### src/rtl/fsk_bit_decider_pkg.sv
// Shared definitions for the FSK bit decider and the analyzer wrapper:
// demodulation FSM state encoding and the window/evidence derivations.
package fsk_bit_decider_pkg;

  typedef enum logic [2:0] {
    ST_IDLE      = 3'd0,
    ST_CLR       = 3'd1,
    ST_INTEGRATE = 3'd2,
    ST_SETTLE    = 3'd3,
    ST_DECIDE    = 3'd4
  } fsk_state_e;

  // Cycles the analyzer needs for its registered accumulation to land.
  localparam int unsigned SETTLE_CYCLES = 2;

  function automatic int unsigned calc_window_ticks(input int unsigned clock_frequency,
                                                    input int unsigned bit_rate);
    return clock_frequency / bit_rate;
  endfunction

  function automatic int unsigned calc_min_evidence(input int unsigned window_ticks,
                                                    input int unsigned percent);
    return window_ticks * percent / 100;
  endfunction

  // Counter must reach WINDOW_TICKS-1 and SETTLE_CYCLES-1.
  function automatic int unsigned calc_count_width(input int unsigned window_ticks);
    return (window_ticks > 2) ? $clog2(window_ticks) : 1;
  endfunction

endpackage

### src/rtl/fsk_bit_decider_if.sv
// Decided-bit stream: bit_data/bit_error qualified by bit_valid, accepted
// with bit_ready. master = bit source (decider), slave = bit consumer.
interface fsk_bit_decider_if;
  logic bit_data;
  logic bit_error;
  logic bit_valid;
  logic bit_ready;

  modport master (output bit_data, output bit_error, output bit_valid, input bit_ready);
  modport slave  (input bit_data, input bit_error, input bit_valid, output bit_ready);
endinterface

### src/rtl/fsk_bit_buffer.sv
// Single-entry valid/ready output register with sticky overrun.
// Ports: clock, clear (async active-low), load/load_data/load_error (new
// decision), bit_if (master side of the bit stream), overrun (sticky).
module fsk_bit_buffer (
  input  logic clock,
  input  logic clear,
  input  logic load,
  input  logic load_data,
  input  logic load_error,
  fsk_bit_decider_if.master bit_if,
  output logic overrun
);

  logic valid_q;
  logic data_q;
  logic error_q;
  logic overrun_q;

  always_ff @(posedge clock or negedge clear) begin
    if (!clear) begin
      valid_q   <= 1'b0;
      data_q    <= 1'b0;
      error_q   <= 1'b0;
      overrun_q <= 1'b0;
    end else if (load) begin
      // A load is accepted when the slot is empty or is being drained on
      // this same edge; otherwise the held bit wins and the new one is lost.
      if (!valid_q || bit_if.bit_ready) begin
        valid_q <= 1'b1;
        data_q  <= load_data;
        error_q <= load_error;
      end else begin
        overrun_q <= 1'b1;
      end
    end else if (valid_q && bit_if.bit_ready) begin
      valid_q <= 1'b0;
    end
  end

  assign bit_if.bit_valid = valid_q;
  assign bit_if.bit_data  = data_q;
  assign bit_if.bit_error = error_q;
  assign overrun          = overrun_q;

endmodule

### src/rtl/fsk_bit_decider.sv
// FSK bit decider: sequences the upstream frequency analyzer through
// clear / integrate / settle windows, compares the symbol-0 and symbol-1
// evidence at the end of each window and emits one decided bit per window.
// Ports: clock, clear (async active-low), enable, f0_value/f1_value
// (analyzer accumulators), analyzer_clear (active-low), analyzer_enable,
// bit_if (decided-bit stream, master), overrun (sticky, cleared by reset).
module fsk_bit_decider
  import fsk_bit_decider_pkg::*;
#(
  parameter int unsigned CLOCK_FREQUENCY      = 50000000,
  parameter int unsigned BIT_RATE             = 1000,
  parameter int unsigned MIN_EVIDENCE_PERCENT = 25
) (
  input  logic        clock,
  input  logic        clear,
  input  logic        enable,
  input  logic [31:0] f0_value,
  input  logic [31:0] f1_value,
  output logic        analyzer_clear,
  output logic        analyzer_enable,
  fsk_bit_decider_if.master bit_if,
  output logic        overrun
);

  localparam int unsigned WINDOW_TICKS = calc_window_ticks(CLOCK_FREQUENCY, BIT_RATE);
  localparam int unsigned MIN_EVIDENCE = calc_min_evidence(WINDOW_TICKS, MIN_EVIDENCE_PERCENT);
  localparam int unsigned CNT_W        = calc_count_width(WINDOW_TICKS);

  localparam logic [CNT_W-1:0] LAST_TICK   = CNT_W'(WINDOW_TICKS - 1);
  localparam logic [CNT_W-1:0] LAST_SETTLE = CNT_W'(SETTLE_CYCLES - 1);

  fsk_state_e       state, state_next;
  logic [CNT_W-1:0] count, count_next;
  logic             load;

  logic [32:0] total;
  logic        decide_error;
  logic        decide_data;

  always_ff @(posedge clock or negedge clear) begin
    if (!clear) begin
      state <= ST_IDLE;
      count <= '0;
    end else begin
      state <= state_next;
      count <= count_next;
    end
  end

  always_comb begin
    state_next = state;
    count_next = '0;
    load       = 1'b0;
    if (!enable) begin
      state_next = ST_IDLE;
    end else begin
      unique case (state)
        ST_IDLE:      state_next = ST_CLR;
        ST_CLR:       state_next = ST_INTEGRATE;
        ST_INTEGRATE: begin
          if (count == LAST_TICK) state_next = ST_SETTLE;
          else                    count_next = count + 1'b1;
        end
        ST_SETTLE: begin
          if (count == LAST_SETTLE) state_next = ST_DECIDE;
          else                      count_next = count + 1'b1;
        end
        ST_DECIDE: begin
          load       = 1'b1;
          state_next = ST_CLR;
        end
        default:      state_next = ST_IDLE;
      endcase
    end
  end

  // Gated by clear so the analyzer is held in clear for the whole reset,
  // not only from the first edge after it.
  assign analyzer_clear  = clear && (state != ST_CLR);
  assign analyzer_enable = (state == ST_INTEGRATE);

  // 33-bit sum so two large accumulators cannot wrap below the threshold.
  assign total        = {1'b0, f0_value} + {1'b0, f1_value};
  assign decide_error = (total < 33'(MIN_EVIDENCE)) || (f0_value == f1_value);
  assign decide_data  = !decide_error && (f1_value > f0_value);

  fsk_bit_buffer u_buffer (
    .clock      (clock),
    .clear      (clear),
    .load       (load),
    .load_data  (decide_data),
    .load_error (decide_error),
    .bit_if     (bit_if),
    .overrun    (overrun)
  );

endmodule

### src/flat_wrapper.sv
// flat-port wrapper written by rule: the top's interface ports become plain ports
module fsk_bit_decider_flat import fsk_bit_decider_pkg::*;
#(
  parameter int unsigned CLOCK_FREQUENCY      = 50000000,
  parameter int unsigned BIT_RATE             = 1000,
  parameter int unsigned MIN_EVIDENCE_PERCENT = 25
)
  (clock, clear, enable, f0_value, f1_value, analyzer_clear, analyzer_enable, overrun, bit_if_bit_data, bit_if_bit_error, bit_if_bit_valid, bit_if_bit_ready);
  fsk_bit_decider_if bit_if_i ();
  input  logic clock;
  input  logic clear;
  input  logic enable;
  input  logic [31:0] f0_value;
  input  logic [31:0] f1_value;
  output logic analyzer_clear;
  output logic analyzer_enable;
  output logic overrun;
  output wire logic [$bits(bit_if_i.bit_data)-1:0] bit_if_bit_data;
  output wire logic [$bits(bit_if_i.bit_error)-1:0] bit_if_bit_error;
  output wire logic [$bits(bit_if_i.bit_valid)-1:0] bit_if_bit_valid;
  input wire logic [$bits(bit_if_i.bit_ready)-1:0] bit_if_bit_ready;
  assign bit_if_bit_data = bit_if_i.bit_data;
  assign bit_if_bit_error = bit_if_i.bit_error;
  assign bit_if_bit_valid = bit_if_i.bit_valid;
  assign bit_if_i.bit_ready = bit_if_bit_ready;
  fsk_bit_decider #(.CLOCK_FREQUENCY(CLOCK_FREQUENCY), .BIT_RATE(BIT_RATE), .MIN_EVIDENCE_PERCENT(MIN_EVIDENCE_PERCENT)) u_core (.clock(clock), .clear(clear), .enable(enable), .f0_value(f0_value), .f1_value(f1_value), .analyzer_clear(analyzer_clear), .analyzer_enable(analyzer_enable), .bit_if(bit_if_i), .overrun(overrun));
endmodule
### config.mk
export PLATFORM = sky130hd
export DESIGN_NAME = fsk_bit_decider_flat
export DESIGN_NICKNAME = d
export VERILOG_FILES = /design/src/rtl/fsk_bit_decider_pkg.sv /design/src/rtl/fsk_bit_decider_if.sv /design/src/rtl/fsk_bit_buffer.sv /design/src/rtl/fsk_bit_decider.sv /design/src/flat_wrapper.sv
export SDC_FILE = /design/constraint.sdc
export NUM_CORES = 1
export LEC_CHECK = 0
export BUFFER_PORTS_ARGS = -buffer_cell sky130_fd_sc_hd__buf_2
export CORE_ASPECT_RATIO = 1.5
export CORE_MARGIN = 1.5
export CORE_UTILIZATION = 38
export CTS_CLUSTER_DIAMETER = 150
export DETAILED_ROUTE_END_ITERATION = 7
export HOLD_SLACK_MARGIN = 0.08
export PLACE_DENSITY_LB_ADDON = 0.12
export SLEW_MARGIN = 40
export SYNTH_ARGS = -nofsm -noshare
export SYNTH_HDL_FRONTEND = slang
export SYNTH_SLANG_ARGS = --single-unit
### constraint.sdc
create_clock -name clock -period 1.8 [get_ports clock]
set_clock_uncertainty 0.15 [all_clocks]
set_input_delay 0.27 -clock clock [delete_from_list [all_inputs] [get_ports clock]]
set_output_delay 0.27 -clock clock [all_outputs]
set_load 0.05 [all_outputs]
# After elaboration in Yosys (flattened, before gate mapping)
# Cells that the tools add are included.
dict set report word_totals {
  register_bits 23
  input_bits 68
  output_inout_bits 6
}
dict set report op_classes {
  add_sub_neg 2
  n_lt_le_gt_ge 2
  eq_ne 11
  muxes 13
  bitwise 1
  reduce_logical 14
}
# op n
set ops {}
lappend ops {{$mux 16} 3}
lappend ops {{$add 32x32->33} 1}
lappend ops {{$lt 33x14->1 const B} 1}
lappend ops {{$eq 32x32->1} 1}
lappend ops {{$gt 32x32->1} 1}
lappend ops {{$pmux 16 s2} 1}
lappend ops {{$add 16x1->16 const B} 1}
lappend ops {{$eq 16x1->1 const B} 1}
lappend ops {{$eq 16x16->1 const B} 1}
lappend ops {{$pmux 3 s4} 1}
lappend ops {{$mux 3} 3}
lappend ops {{$reduce_and 2->1} 4}
lappend ops {{$eq 3x2->1 const B} 2}
lappend ops {{$ne 3x2->1 const B} 2}
lappend ops {{$mux 1} 5}
lappend ops {{$eq 3x1->1 const B} 1}
lappend ops {{$eq 3x3->1 const B} 1}
lappend ops {{$logic_and 1x1->1} 3}
lappend ops {{$logic_not 3->1} 1}
lappend ops {{$ne 3x1->1 const B} 1}
lappend ops {{$logic_not 1->1} 2}
lappend ops {{$logic_or 1x1->1} 2}
lappend ops {{$ne 2x2->1 const B} 1}
lappend ops {{$reduce_bool 2->1} 1}
lappend ops {{2 further kinds} 2}

# Longest topological paths before layout
# Gate-level depths: netlist of run 1.
dict set report logic_depth {
  depth_word 5
  ltp_mapped 12
  depth_no_buf 11
}

# Hierarchy
# A second synthesis of run 1 with hierarchy kept.
dict set report unflattened {
  cells_unflattened 581
  hier_area_um2 4332.9
}
# mod instances cells_per_inst area_per_inst_um2 seq_area_each_um2
set modules_own_cells {}
lappend modules_own_cells {fsk_bit_decider 1 570 4167.7 475.5}
lappend modules_own_cells {fsk_bit_buffer 1 11 165.2 100.1}

# Worst setup path after synthesis of run 1
# No wires, ideal clock.
dict set report synth_path {
  kind {input-to-reg}
  from {input port f0_value[7]}
  to {register u_core.u_buffer.data_q (netlist: u_core.u_buffer.bit_if.bit_data)}
  setup_time_ps 121
  t_arrival_ps 3100
  required_ps 1529
  setup_slack_ps -1571
  cell_stages 12
  path_buffers 1
  path_cell_list {inv_1 -> ha_1 -> buf_6 -> or3_4 -> a2111oi_4 -> and3_1 -> a211oi_2 -> mux2i_1 -> nand4_1 -> or4_1 -> or4_1 -> a22o_1}
}
dict set report synth_between {
  elab_chain_cells 5
  elab_cells_between_ends 7
  cone_classes {1 x add/sub; 2 x order compare; 1 x eq/ne; 3 x reduce/logical}
}
# item line_no
set synth_rtl {}
lappend synth_rtl {{start: declaration} flat_wrapper.sv:13} ;# input logic [31:0] f0_value;
lappend synth_rtl {{$add 32x32->33} fsk_bit_decider.sv:83} ;# assign total = {1'b0, f0_value} + {1'b0, f1_value};
lappend synth_rtl {{$lt 33x14->1} fsk_bit_decider.sv:84} ;# assign decide_error = (total < 33'(MIN_EVIDENCE)) || (f0_value == f1_value);
lappend synth_rtl {{$logic_or 1x1->1} fsk_bit_decider.sv:84}
lappend synth_rtl {{$logic_not 1->1} fsk_bit_decider.sv:85} ;# assign decide_data = !decide_error && (f1_value > f0_value);
lappend synth_rtl {{$logic_and 1x1->1 *} fsk_bit_decider.sv:85}
lappend synth_rtl {{end signal: assignment} fsk_bit_buffer.sv:30} ;# data_q <= load_data;
lappend synth_rtl {{end: declaration} fsk_bit_buffer.sv:15} ;# logic data_q;
# Mark *: on every way between the ends. The rest lies on a longest branch, timed or not.
# A chain may end at the register's enable or synchronous reset.

# Worst setup path after layout of run 1
dict set report layout_path {
  from {input port f0_value[6]}
  to {register u_core.u_buffer.data_q (netlist: u_core.u_buffer.bit_if.bit_data)}
}
# The elaborated chain is that of the path after synthesis.

==> results.md, run 1 <==
* Status: finished with violations
* Failing checks: setup timing
* PortBufs at 73
* Final setup viols at 19
* Slew headroom at ~53%
* Cell area after synthesis at a little over 0.004 sq mm
* Crit path DAT at 3.15 ns
* GRT overflow at 0
* Number of synthesized flops with an enable pin at 0
* Hold depth at 3
* YS warnings at 0
* Synthesized Nets at slightly below 700
* Number of fillers in the final layout at between 900 and 1000
* Post-Syn Area per Cell at ~7.4 sq um
* Mapped Cells at approximately 560
* Drt via density at ~5.4
* Inserted Clock Buffers at 3
* FF+latch count, synth at 23
* Dpl hpwl at 12100 um
* Final Wtd Congestion at roughly 0.9
* MaxCap Viol Count at 0
* Worst-Margin Slew at around 0.7 ns
* PwrDens at 439 mW/mm^2
* CP Capture Type: flop
* Largest net degree at the start of global routing at 24
* Die width at between 80 and 90 um
* Final hold vios at 0
* GR Util met2 at 50.8%
* Initial Util at around two fifths
* Fmax at ~0.32 GHz
* Vias in the first global route at between 5000 and 6000
* WHS Endpoint: u_core.u_buffer.bit_if.bit_valid
* First-pass GRT wire length at approximately 24000 um
* Cells on worst reg2reg path at 7
* Clock Sinks at 23
* Final Core Density at around 64%
* Nets at between 900 and 1000
* Terminus of the critical flop-to-flop path: u_core.state[0]
* Clock Tree Root: clkbuf_16
* Synth unique cells at a little under 70
* Most frequent cells in the layout: buf_4, buf_2, ha_1
* Clk slew on worst S/H paths at ~0.060 ns
* Layout cell share with drive strength beyond 1 at a little under half
* Hold path startpoint: bit_if_bit_ready
* Most used routing layer: met2
* Post-synth ARST share at 100%
* Avg WL per Cell at 15.6 um
* DRC at 0
* Met3 usage at between 3 and 4%
* Unrepaired setup endpoints after global routing: yes
* CTS tree: yes
* Post-route cell area at around 0.0067 sq mm
* Period Utilization, post-route at 175%
* Crit Path Class: input pin to flop
* Rows at between 40 and 50
* Minimum hold slack at 0.157 ns
* Die area at between 0.01 and 0.015 sq mm
* Overall power at slightly below 3 mW
* Final setup margin at -1.36 ns
* Worst endpoint required time at 1.79 ns
* Routed WL at between 10000 and 15000 um
* Met1 GRT Util at between 20% and 30%
* Max IR drop VDD at 0.406 mV
* CP max FO at 4
* Total GRT Usage at 25.7%
* CTS max path bufs at 2
* Main flop type after synthesis: dfrtp_1
* Most common cell after layout, fill and taps aside: buf_4
* DP Area at about 0.0060 sq mm
* Reg-to-Reg Start: u_core.count[6]
* Shortest period the worst path allows at 3.16 ns
* Initial detailed-routing violation count at between 150 and 200
* Via count at 5075
* Initial antenna violation count at 1
* # IOs at 74
* Pre-Repair DR Iteration Count at 6
* Placeable Area at 0.0105 sq mm
* Critical Path Start Type: input pin
* P_leak at slightly above 3 nW
* Die height at between 100 and 150 um
* Sequential fraction of the synthesis area at 14.1%
* Synthesis-to-finish area growth at 64.6%
* Diode count at 0
* Final max-slew violation count at 0
* Final antenna-violating net count at 0
* Final TNS setup at -3.09 ns
* Class of the worst hold path: input pin to flop
* Worst skew pair latency at approximately 0.25 ns
* H-Tree Depth at 1
* Flop2flop setup slack at -0.05 ns
[cell usage after synthesis (4+ instances only)]
cell type   n  share of area [%]
or2_2       4               0.61
xor2_1      8                1.7
nor3_1     11                1.3
dfrtp_1    23                 14
o21bai_1    7                1.3
inv_1      49                4.5
o211ai_1   15                2.8
nor4_1     15                2.3
and2_1      4               0.61
nand4_1    17                2.6
o21a_1      5               0.92
nand2b_1    8                1.2
nor2b_1    16                2.5
o31ai_1     7                1.3
a211oi_1    9                1.7
a21oi_1    37                4.5
o21ai_0    29                3.6
clkbuf_1   18                1.7
inv_2      10               0.92
nand2_1    31                2.9
ha_1       66                 20
a31oi_1     4               0.61
nor2_1     57                5.2
xnor2_1    13                2.8
and3_1      7                1.1
nand3_1    20                2.5
[worst max-delay path by stage]
stage,start,to,slack [ns],depth (start not counted)
finish,f0_value[6],u_core.u_buffer.bit_if.bit_data,-1.36,14
global placement,f0_value[1],u_core.u_buffer.bit_if.bit_data,-1.81,13
CTS,f0_value[1],u_core.u_buffer.bit_if.bit_data,-1.39,13
global route,f0_value[8],u_core.u_buffer.bit_if.bit_data,-1.45,14
detailed placement,f0_value[1],u_core.u_buffer.bit_if.bit_data,-1.83,13
floorplan,f0_value[7],u_core.u_buffer.bit_if.bit_data,-1.34,12
[cells by family (layout without fill, tap and decap cells)]
group	after synthesis	in the layout	synth area share, %
flops	23	23	14.1
simple gates	207	207	26.3
compound gates	155	155	26.3
fa+ha+maj	66	66	20.2
buf+inv	79	325	7.48
xor+xnor	21	21	4.51
mux	4	4	1.01
[metal layers]
layer	routed length, um	up-vias
met1	5640	2424
met4	566	2
met5	13	-
li1	-	2506
met2	8080	109
met3	473	34
[sequential cells by signal, summed over array words and instances (netlist names)]
register,flops
u_core.u_buffer.bit_if.bit_data,1
u_core.u_buffer.overrun,1
u_core.u_buffer.bit_if.bit_error,1
u_core.u_buffer.bit_if.bit_valid,1
u_core.count,16
u_core.state,3
[timing repair]
action / 4_1_cts / 5_1_grt
hold buffers: 1 / 0
endpoints found under the hold margin: 23 / 0
pin swaps: 21 / 31
buffers inserted: 5 / 5
endpoints found under the setup margin: 19 / 22
gates cloned: 1 / 0
gates resized for setup: 53 / 71
[where the power goes]
part / total (mW) / switching, mW / internal, mW
sequential: 0.568 / 0.0245 / 0.544
clock: 0.477 / 0.178 / 0.299
combinational: 1.91 / 0.993 / 0.912
[layout make-up]
cell class,instances,area (sq um),area share (%)
flip-flops and latches,23,577,8.59
clock buffers,3,75.1,1.12
multi-input cells,453,3760,56.0
repair buffers,262,1880,28.0
well taps,144,180,2.68
inverters,59,239,3.56
clock inverters,1,5.00,0.0745
[critical path: stages]
cell       delay [ns]
buf_8            0.10
inv_4            0.04
ha_4             0.19
or3_4            0.41
a2111oi_4        0.33
and3_4           0.26
a211oi_4         0.09
buf_6            0.14
o21ai_4          0.11
buf_6            0.11
mux2i_4          0.21
nand4_1          0.12
or4_4            0.54
a22o_1           0.21
[metrics by stage]
| step | std cells | setup slack (ns) |
|---|---|---|
| floorplan | 555 | -1.34 |
| global placement | 933 | -1.81 |
| detailed placement | 933 | -1.83 |
| CTS | 944 | -1.39 |
| global route | 945 | -1.45 |
| finish | 945 | -1.36 |
Note: power is estimated with default switching activity, not from simulation.
==> inputs of run 2 (changes only) <==
- clock period: 1.8 -> 2.9 ns (I/O delays scaled with it)
==> results.md, run 2 (same netlist as run 1, synthesis figures left out) <==
* Status: finished with violations
* Failing checks: setup timing
* Overall power at approximately 1.8 mW
* Terminus of the critical flop-to-flop path: u_core.count[3]
* Worst-Margin Slew at 0.563 ns
* Total GRT Usage at 24.7%
* Rows at 46
* Reg-to-Reg Start: u_core.count[7]
* Multi-input gate area at 0.00368 sq mm
* Via count at between 4000 and 5000
* CP Capture Point: u_core.u_buffer.bit_if.bit_data
* Max FFs per register at 16
* Post-route cell area at approximately 0.0065 sq mm
* Clock Tree Root: clkbuf_16
* Final antenna-violating net count at 0
* Number of fillers in the final layout at around 1000
* Vias in the first global route at 5052
* Worst skew pair latency at 0.25 ns
* CP Capture Type: flop
* Final setup margin at -0.362 ns
* Hold depth at 2
* Top flop regs: u_core.count (16), u_core.state (3)
* Shortest period the worst path allows at 3.26 ns
* Final Core Density at about 62%
* PwrDens at approximately 280 mW/mm^2
* Drt via density at between 5 and 6
* # IOs at 74
* Most frequent cells in the layout: buf_4, buf_2, nor2_1
* Clk slew on worst S/H paths at roughly 0.060 ns
* Layout cell share with drive strength beyond 1 at between 40% and 50%
* Nets at 927
* Initial Util at between 30% and 40%
* First-pass GRT wire length at between 20000 and 25000 um
* WP depth at 11
* Crit path DAT at about 3.3 ns
* PortBufs at 73
* Final Wtd Congestion at around 0.96
* Bufs and invs on worst path at 1
* CP Cell Sequence: buf_8, ha_4, nor2b_4, o311ai_4, nand3_4, a211oi_4, mux2i_1, nand4_1, or4_1, or4_4, a22o_1
* Die height at around 130 um
* CP peak stage delay at ~0.53 ns
* Dpl hpwl at 11600 um
* Cells on worst reg2reg path at 6
* DRC at 0
* Worst endpoint required time at slightly below 3 ns
* Routed WL at roughly 14000 um
* Avg WL per Cell at roughly 15 um
* MaxCap Viol Count at 0
* Diode count at 0
* Final setup viols at 2
* Inserted Clock Buffers at 3
* Unrepaired setup endpoints after global routing: yes
* Max IR drop VDD at 0.212 mV
* P_leak at 3.04 nW
* Placeable Area at around 0.011 sq mm
* DP Area at around 0.0060 sq mm
* Initial detailed-routing violation count at between 200 and 250
* Crit Path Class: input pin to flop
* Fmax at about 0.31 GHz
* Final hold vios at 0
* Final max-slew violation count at 0
* Hold path startpoint: enable
* Synthesis-to-finish area growth at 60.2%
* Largest net degree at the start of global routing at 24
* Cell with the largest stage delay on the worst path: or4_1
* Critical Path Start Type: input pin
* Period Utilization, post-route at 112%
* Die area at about 0.011 sq mm
* FF+latch area at between 500 and 600 sq um
* Flop2flop setup slack at 0.68 ns
* Most common cell after layout, fill and taps aside: buf_4
* Crit. Startpoint: f1_value[1]
* Clock Sinks at 23
* Die width at about 90 um
* Class of the worst hold path: input pin to flop
* Top reg by flops: u_core.count
* Initial antenna violation count at 0
* CP max FO at 5
* Slew headroom at roughly 62%
* H-Tree Depth at 1
* CTS tree: yes
* GRT overflow at 0
* Pre-Repair DR Iteration Count at 4
* CP top delay family: simple AND/OR/NAND/NOR gates
* CTS max path bufs at 2
==> run 2: area by class of cell <==
class | instances | share of cell area (%)
clock buffer | 4 | 1.21
inverter | 59 | 3.66
multi-input combinational | 453 | 56.3
sequential | 23 | 8.81
tap | 144 | 2.76
timing repair buffer | 253 | 27.3
==> run 2: how the worst min path moves through the flow <==
stage | slack, ns | to
6_report | 0.33 | u_core.state[0]
5_1_grt | 0.34 | u_core.state[1]
4_1_cts | 0.32 | u_core.state[0]
3_5_place_dp | 0.32 | u_core.count[12]
3_3_place_gp | 0.31 | u_core.u_buffer.overrun
2_1_floorplan | -0.01 | u_core.count[0]
==> run 2: metrics by stage <==
step / hold slack [ns] / setup WS (ns) / std cells / setup TNS, ns
3_3_place_gp: 0.306 / -0.796 / 928 / -1.49
3_5_place_dp: 0.324 / -0.804 / 928 / -1.49
4_1_cts: 0.321 / -0.333 / 936 / -0.557
6_report: 0.326 / -0.362 / 936 / -0.609
5_1_grt: 0.341 / -0.437 / 936 / -0.746
2_1_floorplan: -0.0106 / -0.410 / 555 / -0.698
==> run 2: power by group <==
group	leakage, nW	total [mW]	internal [mW]	switching [mW]
Combinational	2.68	1.17	0.570	0.600
Sequential	0.317	0.350	0.337	0.0133
Clock	0.0382	0.290	0.187	0.103
==> run 2: metal layers <==
metal / up-vias / wire length [um] / track usage [%]
li1: 2492 / - / -
met1: 2316 / 5530 / 27.5
met2: 93 / 7730 / 49.8
met3: 22 / 325 / 1.45
met4: 0 / 303 / 5.51
met5: - / 0 / 0
==> run 2: timing repair <==
item / CTS / global route
endpoints found under the hold margin: 23 / 0
setup endpoints to repair: 2 / 2
gates cloned: 0 / 0
resized for setup: 71 / 17
hold buffers: 1 / 0
setup buffers: 4 / 0
pin swaps: 16 / 11
